`config.mk`:
```
export PLATFORM = sky130hd
export DESIGN_NAME = rtc_core_param
export DESIGN_NICKNAME = d
export VERILOG_FILES = /design/src/rtl/rtc_core_param_pkg.sv /design/src/rtl/rtc_bin2bcd2.sv /design/src/rtl/rtc_core_param.sv
export SDC_FILE = /design/constraint.sdc
export NUM_CORES = 1
export LEC_CHECK = 0
export CAP_MARGIN = 20
export CORE_MARGIN = 2
export CORE_UTILIZATION = 48
export CTS_CLUSTER_DIAMETER = 80
export DETAILED_ROUTE_END_ITERATION = 8
export PLACE_DENSITY = 0.66
export SLEW_MARGIN = 30
export SYNTH_ARGS = -nofsm -noshare
export SYNTH_HDL_FRONTEND = slang
export SYNTH_SLANG_ARGS = --single-unit
export TNS_END_PERCENT = 100
```
`constraint.sdc`:
```
create_clock -name Clk -period 9.4 [get_ports Clk]
set_input_delay 1.88 -clock Clk [delete_from_list [all_inputs] [get_ports Clk]]
set_output_delay 1.88 -clock Clk [all_outputs]
set_load 0.01 [all_outputs]
```
`src/rtl/rtc_core_param_pkg.sv`:
```
// Shared constants for the HH:MM:SS:CS real-time clock core.
package rtc_core_param_pkg;

    localparam logic [6:0] CS_MAX = 7'd99;
    localparam logic [6:0] SS_MAX = 7'd59;
    localparam logic [6:0] MM_MAX = 7'd59;
    localparam logic [6:0] HH_MAX = 7'd23;

    typedef enum logic [1:0] {
        SEL_CS = 2'd0,
        SEL_SS = 2'd1,
        SEL_MM = 2'd2,
        SEL_HH = 2'd3
    } ld_sel_t;

endpackage

```
`src/rtl/rtc_bin2bcd2.sv`:
```
// Binary 0..99 to two-digit BCD {tens,units} for the display outputs.
module rtc_bin2bcd2 (
    input  logic [6:0] bin,
    output logic [7:0] bcd
);

    logic [3:0] tens;
    logic [3:0] units;

    always_comb begin
        tens = 4'(bin / 7'd10);
        units = 4'(bin % 7'd10);
        bcd = {tens, units};
    end

endmodule

```
`src/rtl/rtc_core_param.sv`:
```
// Real-time clock core: clock-to-centisecond divider, single-edge carry chain,
// saturating BCD presets, 12/24-hour display and sticky HH:MM alarm.
module rtc_core_param
    import rtc_core_param_pkg::*;
#(
    parameter int CLK_HZ  = 50000000,
    parameter int TICK_HZ = 100,
    parameter int DIV_W   = 20
) (
    input  logic       Clk,
    input  logic       Clrn,
    input  logic       En,
    input  logic       Ld,
    input  logic [1:0] Ld_Sel,
    input  logic       Ld_Alm,
    input  logic [7:0] Ld_Bcd,
    input  logic       Mode12,
    input  logic       Alm_En,
    input  logic       Alm_Clr,
    output logic [7:0] Bcd_HH,
    output logic [7:0] Bcd_MM,
    output logic [7:0] Bcd_SS,
    output logic [7:0] Bcd_CS,
    output logic       Pm,
    output logic       Tick,
    output logic       Sec_P,
    output logic       Min_P,
    output logic       Alarm
);

    localparam int D = CLK_HZ / TICK_HZ;
    localparam logic [DIV_W-1:0] DIV_LAST = DIV_W'(D - 1);

    logic [DIV_W-1:0] div_reg, div_next;
    logic [6:0] cs_reg, cs_next, ss_reg, ss_next, mm_reg, mm_next, hh_reg, hh_next;
    logic [6:0] alm_mm_reg, alm_mm_next, alm_hh_reg, alm_hh_next;
    logic       tick_reg, sec_p_reg, sec_p_next, min_p_reg, min_p_next;
    logic       alarm_reg, alarm_next;

    logic       wrap, cs_carry, ss_carry, mm_carry;
    logic       ld_time, ld_alm, ld_cs, ld_ss, ld_mm, ld_hh, alarm_set;
    logic [6:0] ld_max, ld_val, hh_disp;
    ld_sel_t    sel;

    // Any non-decimal digit or out-of-range value saturates to the field maximum.
    function automatic logic [6:0] bcd_sat(input logic [7:0] bcd, input logic [6:0] max);
        logic [6:0] v;
        if (bcd[7:4] > 4'd9 || bcd[3:0] > 4'd9)
            return max;
        v = 7'(bcd[7:4]) * 7'd10 + 7'(bcd[3:0]);
        return (v > max) ? max : v;
    endfunction

    always_comb begin
        sel = ld_sel_t'(Ld_Sel);
        case (sel)
            SEL_CS:  ld_max = CS_MAX;
            SEL_SS:  ld_max = SS_MAX;
            SEL_MM:  ld_max = MM_MAX;
            default: ld_max = HH_MAX;
        endcase
        ld_val  = bcd_sat(Ld_Bcd, ld_max);
        ld_time = Ld && !Ld_Alm;
        ld_alm  = Ld && Ld_Alm;
        ld_cs   = ld_time && (sel == SEL_CS);
        ld_ss   = ld_time && (sel == SEL_SS);
        ld_mm   = ld_time && (sel == SEL_MM);
        ld_hh   = ld_time && (sel == SEL_HH);

        // Carries are decided from current field values so every field moves on one edge.
        wrap     = En && (div_reg == DIV_LAST);
        cs_carry = wrap && (cs_reg == CS_MAX);
        ss_carry = cs_carry && (ss_reg == SS_MAX);
        mm_carry = ss_carry && (mm_reg == MM_MAX);

        if (ld_cs || wrap)
            div_next = '0;
        else if (En)
            div_next = div_reg + 1'b1;
        else
            div_next = div_reg;

        cs_next = ld_cs ? ld_val : (wrap     ? (cs_carry ? 7'd0 : cs_reg + 7'd1) : cs_reg);
        ss_next = ld_ss ? ld_val : (cs_carry ? (ss_carry ? 7'd0 : ss_reg + 7'd1) : ss_reg);
        mm_next = ld_mm ? ld_val : (ss_carry ? (mm_carry ? 7'd0 : mm_reg + 7'd1) : mm_reg);
        hh_next = ld_hh ? ld_val : (mm_carry ? ((hh_reg == HH_MAX) ? 7'd0 : hh_reg + 7'd1) : hh_reg);

        alm_mm_next = (ld_alm && sel == SEL_MM) ? ld_val : alm_mm_reg;
        alm_hh_next = (ld_alm && sel == SEL_HH) ? ld_val : alm_hh_reg;

        sec_p_next = cs_carry && !ld_ss;
        min_p_next = ss_carry && !ld_mm;

        alarm_set  = Alm_En && ss_carry && !ld_ss &&
                     (hh_next == alm_hh_reg) && (mm_next == alm_mm_reg);
        alarm_next = alarm_set || (alarm_reg && Alm_En && !Alm_Clr);
    end

    always_ff @(posedge Clk or negedge Clrn) begin
        if (!Clrn) begin
            div_reg    <= '0;
            cs_reg     <= '0;
            ss_reg     <= '0;
            mm_reg     <= '0;
            hh_reg     <= '0;
            alm_mm_reg <= '0;
            alm_hh_reg <= '0;
            tick_reg   <= 1'b0;
            sec_p_reg  <= 1'b0;
            min_p_reg  <= 1'b0;
            alarm_reg  <= 1'b0;
        end else begin
            div_reg    <= div_next;
            cs_reg     <= cs_next;
            ss_reg     <= ss_next;
            mm_reg     <= mm_next;
            hh_reg     <= hh_next;
            alm_mm_reg <= alm_mm_next;
            alm_hh_reg <= alm_hh_next;
            tick_reg   <= wrap;
            sec_p_reg  <= sec_p_next;
            min_p_reg  <= min_p_next;
            alarm_reg  <= alarm_next;
        end
    end

    always_comb begin
        if (!Mode12)
            hh_disp = hh_reg;
        else if (hh_reg == 7'd0)
            hh_disp = 7'd12;
        else if (hh_reg > 7'd12)
            hh_disp = hh_reg - 7'd12;
        else
            hh_disp = hh_reg;
    end

    logic [6:0] fld [4];
    logic [7:0] bcd [4];

    assign fld[0] = cs_reg;
    assign fld[1] = ss_reg;
    assign fld[2] = mm_reg;
    assign fld[3] = hh_disp;

    for (genvar gi = 0; gi < 4; gi++) begin : g_disp
        rtc_bin2bcd2 u_bcd (
            .bin (fld[gi]),
            .bcd (bcd[gi])
        );
    end

    assign Bcd_CS = bcd[0];
    assign Bcd_SS = bcd[1];
    assign Bcd_MM = bcd[2];
    assign Bcd_HH = bcd[3];
    assign Pm     = (hh_reg >= 7'd12);
    assign Tick   = tick_reg;
    assign Sec_P  = sec_p_reg;
    assign Min_P  = min_p_reg;
    assign Alarm  = alarm_reg;

endmodule
```
==> qor.txt <==
EDFF count, synth -> 0
Post-Route Skew -> 0.00500 ns
Slowest stage delay, CP -> 0.62 ns
Antenna violations before repair -> 0
Final slew viol count -> 0
Cell breakdown of the critical path -> clkdlybuf4s50_1, or4b_4, a21oi_2, xnor2_1, a21oi_1, a211oi_4, ha_1, a21boi_1, o21ai_2, xnor2_1, clkdlybuf4s50_1
Final-report hold violation count -> 0
Most used DFF post-synth -> dfrtp_1
CP required -> 7.52 ns
Vias -> 5587
Syn_area_per_cell -> 8.20 um2
ANT nets after route -> 0
Core ar. -> 12600 um2
Initial DRC count -> 522
Status -> completed
Vias per cell -> 5.89
Overall routing resource usage -> 23.4%
Final Hold Slack -> 0.491 ns
Final #Nets -> 827
First-pass GRT wire length -> 25600 um
Nature of the critical path endpoint -> primary output
Yosys warnings -> 0
Syn nets -> 803
Chip Width -> 117 um
Die Area -> 13700 um2
DR pass1 iterations -> 6
Pre-CTS setup slack -> 2.23 ns
Final TNS setup -> 0 ns
Inserted Diodes -> 0
GRT Residual Overflow -> 0
CP Data Arrival Time -> 5.33 ns
Worst path buffer plus inverter count -> 2
Power density over the cells -> 243 nW/um2
Clock transition at path regs -> 0.06 ns
Max reg flops -> 20
Largest area contributor in the netlist -> dfrtp_1
Buffers on Ports -> 54
Largest cells by area after synthesis -> dfrtp_1, ha_1, nand2_1
Routed wire length -> 15200 um
CTS Buf Count -> 9
Rel. slew slack -> 33.7%
GP Congestion -> 0.926
Vias in the first global route -> 5423
Peak supply drop -> 158 uV
Cell Area, Synth -> 6140 um2
Layout area overhead -> 14.5%
Setup slack, reg-to-reg -> 6.11 ns
CP max stage cell -> clkdlybuf4s50_1
Cell family with most CP delay -> buffers and inverters
Worst Hold Class -> reg2reg
Clock sinks -> 66
Die H -> 117 um
Post-synthesis instance total -> 748
Critical path type -> in2out
Resize count post-CTS -> 0
#FFs+latches synth -> 66
Max-cap violation count -> 0
TritonCTS clock tree -> built
Final WS setup -> 2.19 ns
Share of post-route cells with drive strength above 1 -> 8.62%
Fillers -> 1166
Distinct cell type count after synthesis -> 98
Final setup viols -> 0
RSZ-0062 raised after global routing -> no
Clock Tree Buf Depth -> 2
Final worst path period need -> 7.21 ns
Critical path fanouts, max -> 14
Postcts setup bufs -> 0
Clock Latency Late Sink -> 0.34 ns
DR DRC count -> 0
Root Buffer Master -> clkbuf_16
Largest net degree at the start of global routing -> 67
Leakage power -> 2.95 nW
Final period utilization -> 76.7%
Ys async rst share -> 100%
Yosys top cell area share -> 26.9%
Hold Buf Count CTS -> 0
Achievable frequency -> 139 MHz
Crit start category -> input pin
DP HPWL -> 11200 um
Starting Density -> 48.8%
CTS H-tree depth -> 3
Rows -> 41
Worst Tran Pin Value -> 0.991 ns
I/O pin total -> 55
Routed WL per cell -> 16.0 um
Seq/Total Area, Yosys -> 26.9%
## per-layer routing
layer  routed length [um]  share of wire (%)  track usage, %
met4                  244                1.6            7.22
met2                 7440                 49            39.3
met1                 6790                 45            30.7
met5                    0                  0               0
met3                  693                4.6            4.48
## worst register-to-register path: cells and delay by family (launching register included)
family / cells / cell delay [ns]
AOI/OAI and AO/OA: 3 / 0.75
xor gates and xnor gates: 1 / 0.10
and+or+nand+nor: 5 / 1.74
DFF: 1 / 0.63
## report_power, final
| group | internal [mW] | switching [mW] |
|---|---|---|
| Sequential | 0.336 | 0.115 |
| Combinational | 0.448 | 0.443 |
| Clock | 0.240 | 0.130 |
## through the flow
step           cells  area [um2]  total power [mW]  utilization, %
3_5_place_dp     932        6670              1.34            53.1
6_report         949        7030              1.71            55.9
5_1_grt          949        7030              1.84            55.9
2_1_floorplan    748        6140              1.04               -
4_1_cts          948        7000              1.71            55.7
3_3_place_gp     932        6670              1.31            53.1
## cell usage after synthesis (5+ instances only)
| library cell | instances |
|---|---|
| dfrtp_1 | 66 |
| ha_1 | 35 |
| nor2b_1 | 11 |
| and2_1 | 12 |
| a21o_1 | 5 |
| nand2_1 | 89 |
| nor3_1 | 16 |
| nand2b_1 | 17 |
| a31oi_1 | 11 |
| o21ai_1 | 5 |
| a21oi_1 | 44 |
| xor2_1 | 22 |
| or3_1 | 6 |
| inv_1 | 27 |
| clkbuf_1 | 22 |
| buf_2 | 13 |
| xnor2_1 | 30 |
| nor2_1 | 53 |
| buf_6 | 5 |
| o21ai_0 | 65 |
| nand3_1 | 22 |
| and3_1 | 9 |
| mux2i_1 | 14 |
| a221oi_1 | 5 |
| nand4_1 | 17 |
## kinds of logic (layout without fill, tap and decap cells)
group,count (synthesis),count (layout),share of synthesized area [%]
buffers and inverters,72,101,5.52
muxes,16,16,2.65
and+or+nand+nor,292,292,25.4
adders and majority gates,39,39,8.11
AOI/OAI and AO/OA,210,210,23.6
DFF,66,66,26.9
xor gates and xnor gates,53,53,7.79
## final timing paths
kind / startpoint / to / depth (start not counted)
max: Mode12 / Bcd_HH[1] / 11
min: alm_mm_reg[1]$_DFFE_PN0P_ / alm_mm_reg[1]$_DFFE_PN0P_ / 2
max reg2reg: cs_reg[5]$_DFFE_PN0N_ / Alarm$_DFF_PN0_ / 9
min reg2reg: alm_mm_reg[1]$_DFFE_PN0P_ / alm_mm_reg[1]$_DFFE_PN0P_ / 2
max in group asynchronous: Clrn / hh_reg[0]$_DFF_PN0_ / 3
min in group asynchronous: Clrn / cs_reg[1]$_DFFE_PN0N_ / 2
## final cells by class
cell class              instances  area [um2]  area share (%)
flip-flops and latches         66        1650            23.5
well taps                     172         215            3.06
inverters                      27         101            1.44
clock buffers                  10         239            3.40
multi-input cells             610        4150            59.1
clock inverters                 6        90.1            1.28
repair buffers                 58         578            8.23
## cell usage in the layout (no fill, tap or decap), drive strengths merged, types with 6 or more instances in the layout
cell	netlist	final
nor3	17	17
xnor2	30	30
ha	35	35
dfrtp	66	66
nor2	54	54
inv	27	27
nand2	91	91
nand4	20	20
a21o	7	7
xor2	22	22
and2	13	13
a31oi	11	11
mux2i	14	14
nand2b	17	17
clkbuf	22	10
or3	6	6
a21oi	48	48
nor4	6	6
nor2b	12	12
o21ai	73	73
clkdlybuf4s50	0	53
and3	9	9
nand3	22	22
No activity file was read; power rests on OpenSTA's default activity.
